### src/rtl/arch_defs_pkg.sv
// SAP-2 architecture-wide constants.
package arch_defs_pkg;
    localparam int DATA_WIDTH = 8;
endpackage

### src/rtl/uart_pkg.sv
// Shared UART definitions for the SAP-2 receiver and transmitter.
package uart_pkg;
    typedef enum logic [2:0] {
        IDLE,
        START,
        DATA,
        STOP,
        WAIT_IDLE
    } uart_rx_state_t;

    localparam int UART_DATA_BITS   = 8;
    localparam int UART_CLK_FREQ_HZ = 20_000_000;
    localparam int UART_BAUD_RATE   = 115_200;
    localparam int UART_OVERSAMPLE  = 16;

    function automatic int baud_divisor(input int clk_hz, input int baud, input int os);
        return clk_hz / (baud * os);
    endfunction
endpackage

### src/rtl/uart_baud_tick_gen.sv
// Free-running divider producing a one-cycle tick every DIVISOR clocks.
module uart_baud_tick_gen #(
    parameter int DIVISOR = 10
) (
    input  logic i_clk,
    input  logic i_rst_n,
    output logic o_tick
);
    localparam int CW = (DIVISOR > 1) ? $clog2(DIVISOR) : 1;
    localparam logic [CW-1:0] LAST = CW'(DIVISOR - 1);

    generate
        if (DIVISOR < 1) begin : g_bad_divisor
            $fatal(1, "uart_baud_tick_gen: DIVISOR must be >= 1");
        end
    endgenerate

    logic [CW-1:0] r_cnt;
    logic          w_wrap;

    assign w_wrap = (r_cnt == LAST);
    assign o_tick = w_wrap;

    always_ff @(posedge i_clk or negedge i_rst_n) begin
        if (!i_rst_n) begin
            r_cnt <= '0;
        end else if (w_wrap) begin
            r_cnt <= '0;
        end else begin
            r_cnt <= r_cnt + 1'b1;
        end
    end
endmodule

### src/rtl/uart_receiver.sv
// 8N1 UART receiver with oversampled mid-bit sampling and sticky status flags.
module uart_receiver
    import arch_defs_pkg::*;
    import uart_pkg::*;
#(
    parameter int CLK_FREQ_HZ = UART_CLK_FREQ_HZ,
    parameter int BAUD_RATE   = UART_BAUD_RATE,
    parameter int OVERSAMPLE  = UART_OVERSAMPLE
) (
    input  logic                  clk,
    input  logic                  reset,
    input  logic                  rx_serial,
    input  logic                  data_read_strobe,
    input  logic                  err_clear_strobe,
    output logic [DATA_WIDTH-1:0] rx_data,
    output logic                  rx_valid,
    output logic                  frame_error,
    output logic                  overrun_error,
    output logic                  rx_busy
);
    localparam int DIVISOR = baud_divisor(CLK_FREQ_HZ, BAUD_RATE, OVERSAMPLE);
    localparam int SW = $clog2(OVERSAMPLE);
    localparam logic [SW-1:0] SAMP_HALF = SW'(OVERSAMPLE / 2 - 1);
    localparam logic [SW-1:0] SAMP_LAST = SW'(OVERSAMPLE - 1);
    localparam logic [2:0]    BIT_LAST  = 3'(UART_DATA_BITS - 1);

    generate
        if (OVERSAMPLE < 8 || (OVERSAMPLE % 2) != 0) begin : g_bad_os
            $fatal(1, "uart_receiver: OVERSAMPLE must be even and >= 8");
        end
    endgenerate

    uart_rx_state_t r_state, w_next;

    logic                      r_sync1, r_sync2;
    logic [SW-1:0]             r_samp;
    logic [2:0]                r_bit;
    logic [UART_DATA_BITS-1:0] r_shift;
    logic [DATA_WIDTH-1:0]     r_data;
    logic                      r_valid, r_ferr, r_oerr;

    logic w_rx, w_tick;
    logic w_samp_clr, w_samp_inc, w_bit_clr, w_shift, w_good, w_ferr;

    assign w_rx = r_sync2;

    uart_baud_tick_gen #(.DIVISOR(DIVISOR)) u_tick (
        .i_clk   (clk),
        .i_rst_n (reset),
        .o_tick  (w_tick)
    );

    always_ff @(posedge clk or negedge reset) begin
        if (!reset) begin
            r_state <= IDLE;
        end else begin
            r_state <= w_next;
        end
    end

    always_comb begin
        w_next     = r_state;
        w_samp_clr = 1'b0;
        w_samp_inc = 1'b0;
        w_bit_clr  = 1'b0;
        w_shift    = 1'b0;
        w_good     = 1'b0;
        w_ferr     = 1'b0;
        unique case (r_state)
            IDLE: begin
                if (!w_rx) begin
                    w_next     = START;
                    w_samp_clr = 1'b1;
                end
            end
            START: begin
                if (w_tick) begin
                    if (r_samp == SAMP_HALF) begin
                        if (!w_rx) begin
                            w_next     = DATA;
                            w_samp_clr = 1'b1;
                            w_bit_clr  = 1'b1;
                        end else begin
                            w_next = IDLE;
                        end
                    end else begin
                        w_samp_inc = 1'b1;
                    end
                end
            end
            DATA: begin
                if (w_tick) begin
                    w_samp_inc = 1'b1;
                    if (r_samp == SAMP_LAST) begin
                        w_shift = 1'b1;
                        if (r_bit == BIT_LAST) w_next = STOP;
                    end
                end
            end
            STOP: begin
                if (w_tick) begin
                    w_samp_inc = 1'b1;
                    if (r_samp == SAMP_LAST) begin
                        if (w_rx) begin
                            w_good = 1'b1;
                            w_next = IDLE;
                        end else begin
                            w_ferr = 1'b1;
                            w_next = WAIT_IDLE;
                        end
                    end
                end
            end
            WAIT_IDLE: begin
                if (w_rx) w_next = IDLE;
            end
            default: w_next = IDLE;
        endcase
    end

    always_ff @(posedge clk or negedge reset) begin
        if (!reset) begin
            r_sync1 <= 1'b1;
            r_sync2 <= 1'b1;
            r_samp  <= '0;
            r_bit   <= '0;
            r_shift <= '0;
        end else begin
            r_sync1 <= rx_serial;
            r_sync2 <= r_sync1;
            if (w_samp_clr) begin
                r_samp <= '0;
            end else if (w_samp_inc) begin
                r_samp <= r_samp + 1'b1;
            end
            if (w_bit_clr) begin
                r_bit <= '0;
            end else if (w_shift) begin
                r_bit <= r_bit + 1'b1;
            end
            if (w_shift) r_shift <= {w_rx, r_shift[UART_DATA_BITS-1:1]};
        end
    end

    // A read in the completion cycle frees the holding register first.
    always_ff @(posedge clk or negedge reset) begin
        if (!reset) begin
            r_data  <= '0;
            r_valid <= 1'b0;
            r_ferr  <= 1'b0;
            r_oerr  <= 1'b0;
        end else begin
            if (w_good && (!r_valid || data_read_strobe)) begin
                r_data  <= DATA_WIDTH'(r_shift);
                r_valid <= 1'b1;
            end else if (data_read_strobe) begin
                r_valid <= 1'b0;
            end
            if (w_good && r_valid && !data_read_strobe) begin
                r_oerr <= 1'b1;
            end else if (err_clear_strobe) begin
                r_oerr <= 1'b0;
            end
            if (w_ferr) begin
                r_ferr <= 1'b1;
            end else if (err_clear_strobe) begin
                r_ferr <= 1'b0;
            end
        end
    end

    assign rx_data       = r_data;
    assign rx_valid      = r_valid;
    assign frame_error   = r_ferr;
    assign overrun_error = r_oerr;
    assign rx_busy       = (r_state != IDLE) && (r_state != WAIT_IDLE);
endmodule

### config.mk
export PLATFORM = sky130hd
export DESIGN_NAME = uart_receiver
export DESIGN_NICKNAME = d
export VERILOG_FILES = /design/src/rtl/arch_defs_pkg.sv /design/src/rtl/uart_pkg.sv /design/src/rtl/uart_baud_tick_gen.sv /design/src/rtl/uart_receiver.sv
export SDC_FILE = /design/constraint.sdc
export NUM_CORES = 1
export LEC_CHECK = 0
export CAP_MARGIN = 10
export CORE_MARGIN = 2
export CORE_UTILIZATION = 50
export DETAILED_ROUTE_END_ITERATION = 10
export HOLD_SLACK_MARGIN = 0.12
export MAX_ROUTING_LAYER = met4
export PLACE_DENSITY_LB_ADDON = 0.15
export RECOVER_POWER = 100
export SKIP_CTS_REPAIR_TIMING = 1
export SYNTH_ARGS = -nofsm -noshare
export SYNTH_HDL_FRONTEND = slang
export SYNTH_SLANG_ARGS = --single-unit
export TNS_END_PERCENT = 10
### constraint.sdc
create_clock -name clk -period 1.9 [get_ports clk]
set_clock_uncertainty 0.2 [all_clocks]
set_input_delay 0.38 -clock clk [delete_from_list [all_inputs] [get_ports clk]]
set_output_delay 0.38 -clock clk [all_outputs]
set_load 0.1 [all_outputs]
==> flow_metrics.py <==
metrics = {
    "pwr": {
        "overall_power_after_layout_mw": 1.16,
        "irDropWorstVdd_mv": 0.481,
        "power.static_leakage_nw": 0.973,
        "powerDensity_nw_per_um2": 604,
    },
    "synth": {
        "synth.largest_area_cell": "dfrtp_1",
        "synth_largest_type_area_fraction": 0.505,
        "ys_top_cells_by_count": "dfrtp_1 (33), mux2_2 (10), nor2_1 (9), inv_1 (7), nand2_1 (7)",
        "dominantRegCellSynth": "dfrtp_1",
        "yosysUniqueCellTypes": 36,
        "syn_area_per_cell_um2": 13.3,
        "number_of_flops_mapped_to_enable_cells_by_yosys": 0,
        "ys_ff_latch": 35,
        "synth-async-reset-ratio": 1.00,
        "syn_nets": 131,
        "yosysWarningCount": 0,
        "most_instantiated_library_cell_after_synthesis": "dfrtp_1",
        "yosysSeqAreaShare": 0.537,
        "synthesis.instances": 123,
        "netlist_area_um2": 1640,
        "post_synth_main_area_contributors": "dfrtp_1 (50%), mux2_2 (6.9%), mux2_4 (4.6%)",
    },
    "timing": {
        "report.final.setup_viol": 0,
        "worstMarginPinSlew_ns": 0.830,
        "timing.slew.headroom": 0.447,
        "totalNegativeSetupSlack_ns": 0,
        "grt_setup_unrepaired": "no",
        "finalMaxSlewViolations": 0,
        "final.hold.worst_slack_ns": 0.159,
        "timing.fmax_ghz": 0.546,
        "fin_hold_viols": 0,
        "post-route-period-util": 0.964,
        "setup_ws_ns": 0.0678,
        "period_minus_slack_ns": 1.83,
    },
    "detailed_routing": {
        "drt_iter0_drc": 26,
        "detailroute.via_count": 1035,
        "vias_per_cell": 5.18,
        "drt.antenna.violating_nets": 0,
        "routedWlPerCell_um": 14.3,
        "dr_drc_count": 0,
        "drtPass1Iterations": 4,
        "routed_wl_mm": 2.86,
    },
    "critical_path": {
        "critPathMaxStageDelay_ns": 0.40,
        "critPathRequiredTime_ns": 1.93,
        "critPathKind": "flip-flop to flip-flop",
        "critical_path.endpoint_type": "flip-flop",
        "worst_ep_arrival_time_ns": 1.86,
        "library_cell_contributing_the_largest_single_delay_on_the_critical_path": "dfrtp_1",
        "critPathMaxFanout": 8,
        "crit_path_cell_chain": "and4bb_4 -> nand4_4 -> nor2_8 -> mux2_2",
        "worstSetupStartpointType": "flip-flop",
    },
    "hold_path": {
        "timing.hold.worst.class": "flip-flop to flip-flop",
    },
    "clock_network": {
        "cts_buffers": 5,
        "cts_root_buf": "clkbuf_4",
        "clkSlewWorstSetupHoldPaths_ns": 0.09,
        "clock_tree.htree_level_count": 2,
        "tritoncts_clock_tree": "done",
        "clock_sinks": 35,
        "clk_lat_worst_skew_ns": 0.34,
        "clk_path_buf_depth": 2,
    },
    "global_route": {
        "grt_remaining_overflow": 0,
        "number_of_antenna_violations_at_the_first_check_in_global_routing": 0,
        "grt_start_max_net_pins": 36,
        "vias_in_the_first_global_route": 1065,
        "groute.usage.overall": 0.189,
        "global_route_wire_length_before_repair_mm": 4.77,
    },
    "floorplanning": {
        "floorplan.rows": 20,
        "die-area_um2": 3750,
        "die_width_um": 61.2,
        "core_box_area_um2": 3080,
        "start_util": 0.532,
        "top_level_ports": 17,
        "dieHeight_um": 61.2,
    },
    "placed_design": {
        "dp_slack_ns": -0.117,
        "portBuffers": 16,
        "gpl.final_weighted_congestion": 0.804,
        "hpwlAfterDp_mm": 2.09,
        "dpl-instance-area_um2": 2050,
    },
    "cells_and_area": {
        "finalNetCount": 163,
        "antenna-diode-count": 0,
        "num-fill-cells": 257,
        "finish.instance_area_um2": 1910,
        "share_of_cells_above_drive_strength_1": 0.353,
        "synth_to_layout_area_growth_pct": 16.9,
    },
    "status": {
        "outcome": "complete, no violations",
    },
    "run": {
        "max-cap-violations": 0,
    },
}
[cells by family after synthesis]
kind of cell	share of synthesized area
xor gates and xnor gates	0.0321
and+or+nand+nor	0.186
DFF	0.537
AOI/OAI and AO/OA	0.0428
muxes	0.146
buffers and inverters	0.0336
adders and majority gates	0.0229
[per-layer routing]
metal  share of wire  wire, um  track usage
met3           0.056       159       0.0735
met2            0.48      1380        0.281
met4           0.017        48       0.0807
met1            0.44      1270        0.229
met5               0         0            -
[power breakdown]
part	leakage, nW	total [mW]	internal [mW]	switching (mW)
sequential	0.461	0.749	0.748	0.00104
combinational	0.483	0.0292	0.00944	0.0198
clock	0.0293	0.377	0.144	0.233
[critical path, delay by kind of cell, from the launching register on]
family        cells  cell delay [ns]
mux               1             0.35
simple gates      3             0.76
flops             1             0.40
[per-stage QoR]
stage / utilization / std cells
final: 0.622 / 200
after detailed placement: 0.667 / 192
after global routing: 0.622 / 200
after global placement: 0.667 / 192
after floorplan: - / 123
after CTS: 0.684 / 200
[worst paths after layout]
path                                 startpoint         end  slack [ns]  cells after the start
max in group asynchronous                 reset    rx_valid        0.48                      2
worst min-delay path                    r_sync1     r_sync2        0.16                      0
worst max register to register  u_tick.r_cnt[2]  rx_data[5]        0.07                      4
min in group asynchronous                 reset   r_samp[2]        0.45                      2
worst max-delay path            u_tick.r_cnt[2]  rx_data[5]        0.07                      4
worst min register to register          r_sync1     r_sync2        0.16                      0
[registers in the layout (all words and copies together) (netlist names)]
register       count
r_shift            8
rx_data            8
r_samp             4
u_tick.r_cnt       4
r_bit              3
r_state            3
frame_error        1
overrun_error      1
r_sync1            1
r_sync2            1
rx_valid           1
[cells in the final DEF (no fill, tap or decap), types with 2 or more instances in the layout]
cell type / synthesis / routed
inv_1: 7 / 7
ha_1: 3 / 2
nor3_1: 2 / 2
nand4_4: 2 / 2
dfrtp_1: 33 / 32
nand2b_1: 2 / 2
buf_4: 1 / 9
dfstp_2: 2 / 2
mux2i_1: 4 / 4
a211oi_1: 2 / 2
nand3_1: 2 / 2
nor2_1: 9 / 8
mux2_2: 10 / 10
o21ai_0: 2 / 2
clkdlybuf4s50_1: 0 / 2
clkbuf_2: 0 / 2
mux2_1: 1 / 6
buf_2: 2 / 9
o22ai_1: 2 / 2
clkbuf_4: 0 / 7
xnor2_1: 5 / 5
clkbuf_1: 0 / 3
a21oi_1: 3 / 3
nor4_1: 2 / 2
dlygate4sd3_1: 0 / 2
nand2_1: 7 / 7
[area by class of cell]
class | instances | area (um2) | area share
sequential | 35 | 880 | 0.460
multi-input combinational | 77 | 694 | 0.363
timing repair buffer | 29 | 208 | 0.109
tap | 44 | 55.1 | 0.0288
clock buffer | 7 | 45.0 | 0.0235
inverter | 7 | 26.3 | 0.0137
clock inverter | 1 | 5.00 | 0.00262
(Power assumes the default switching activity.)
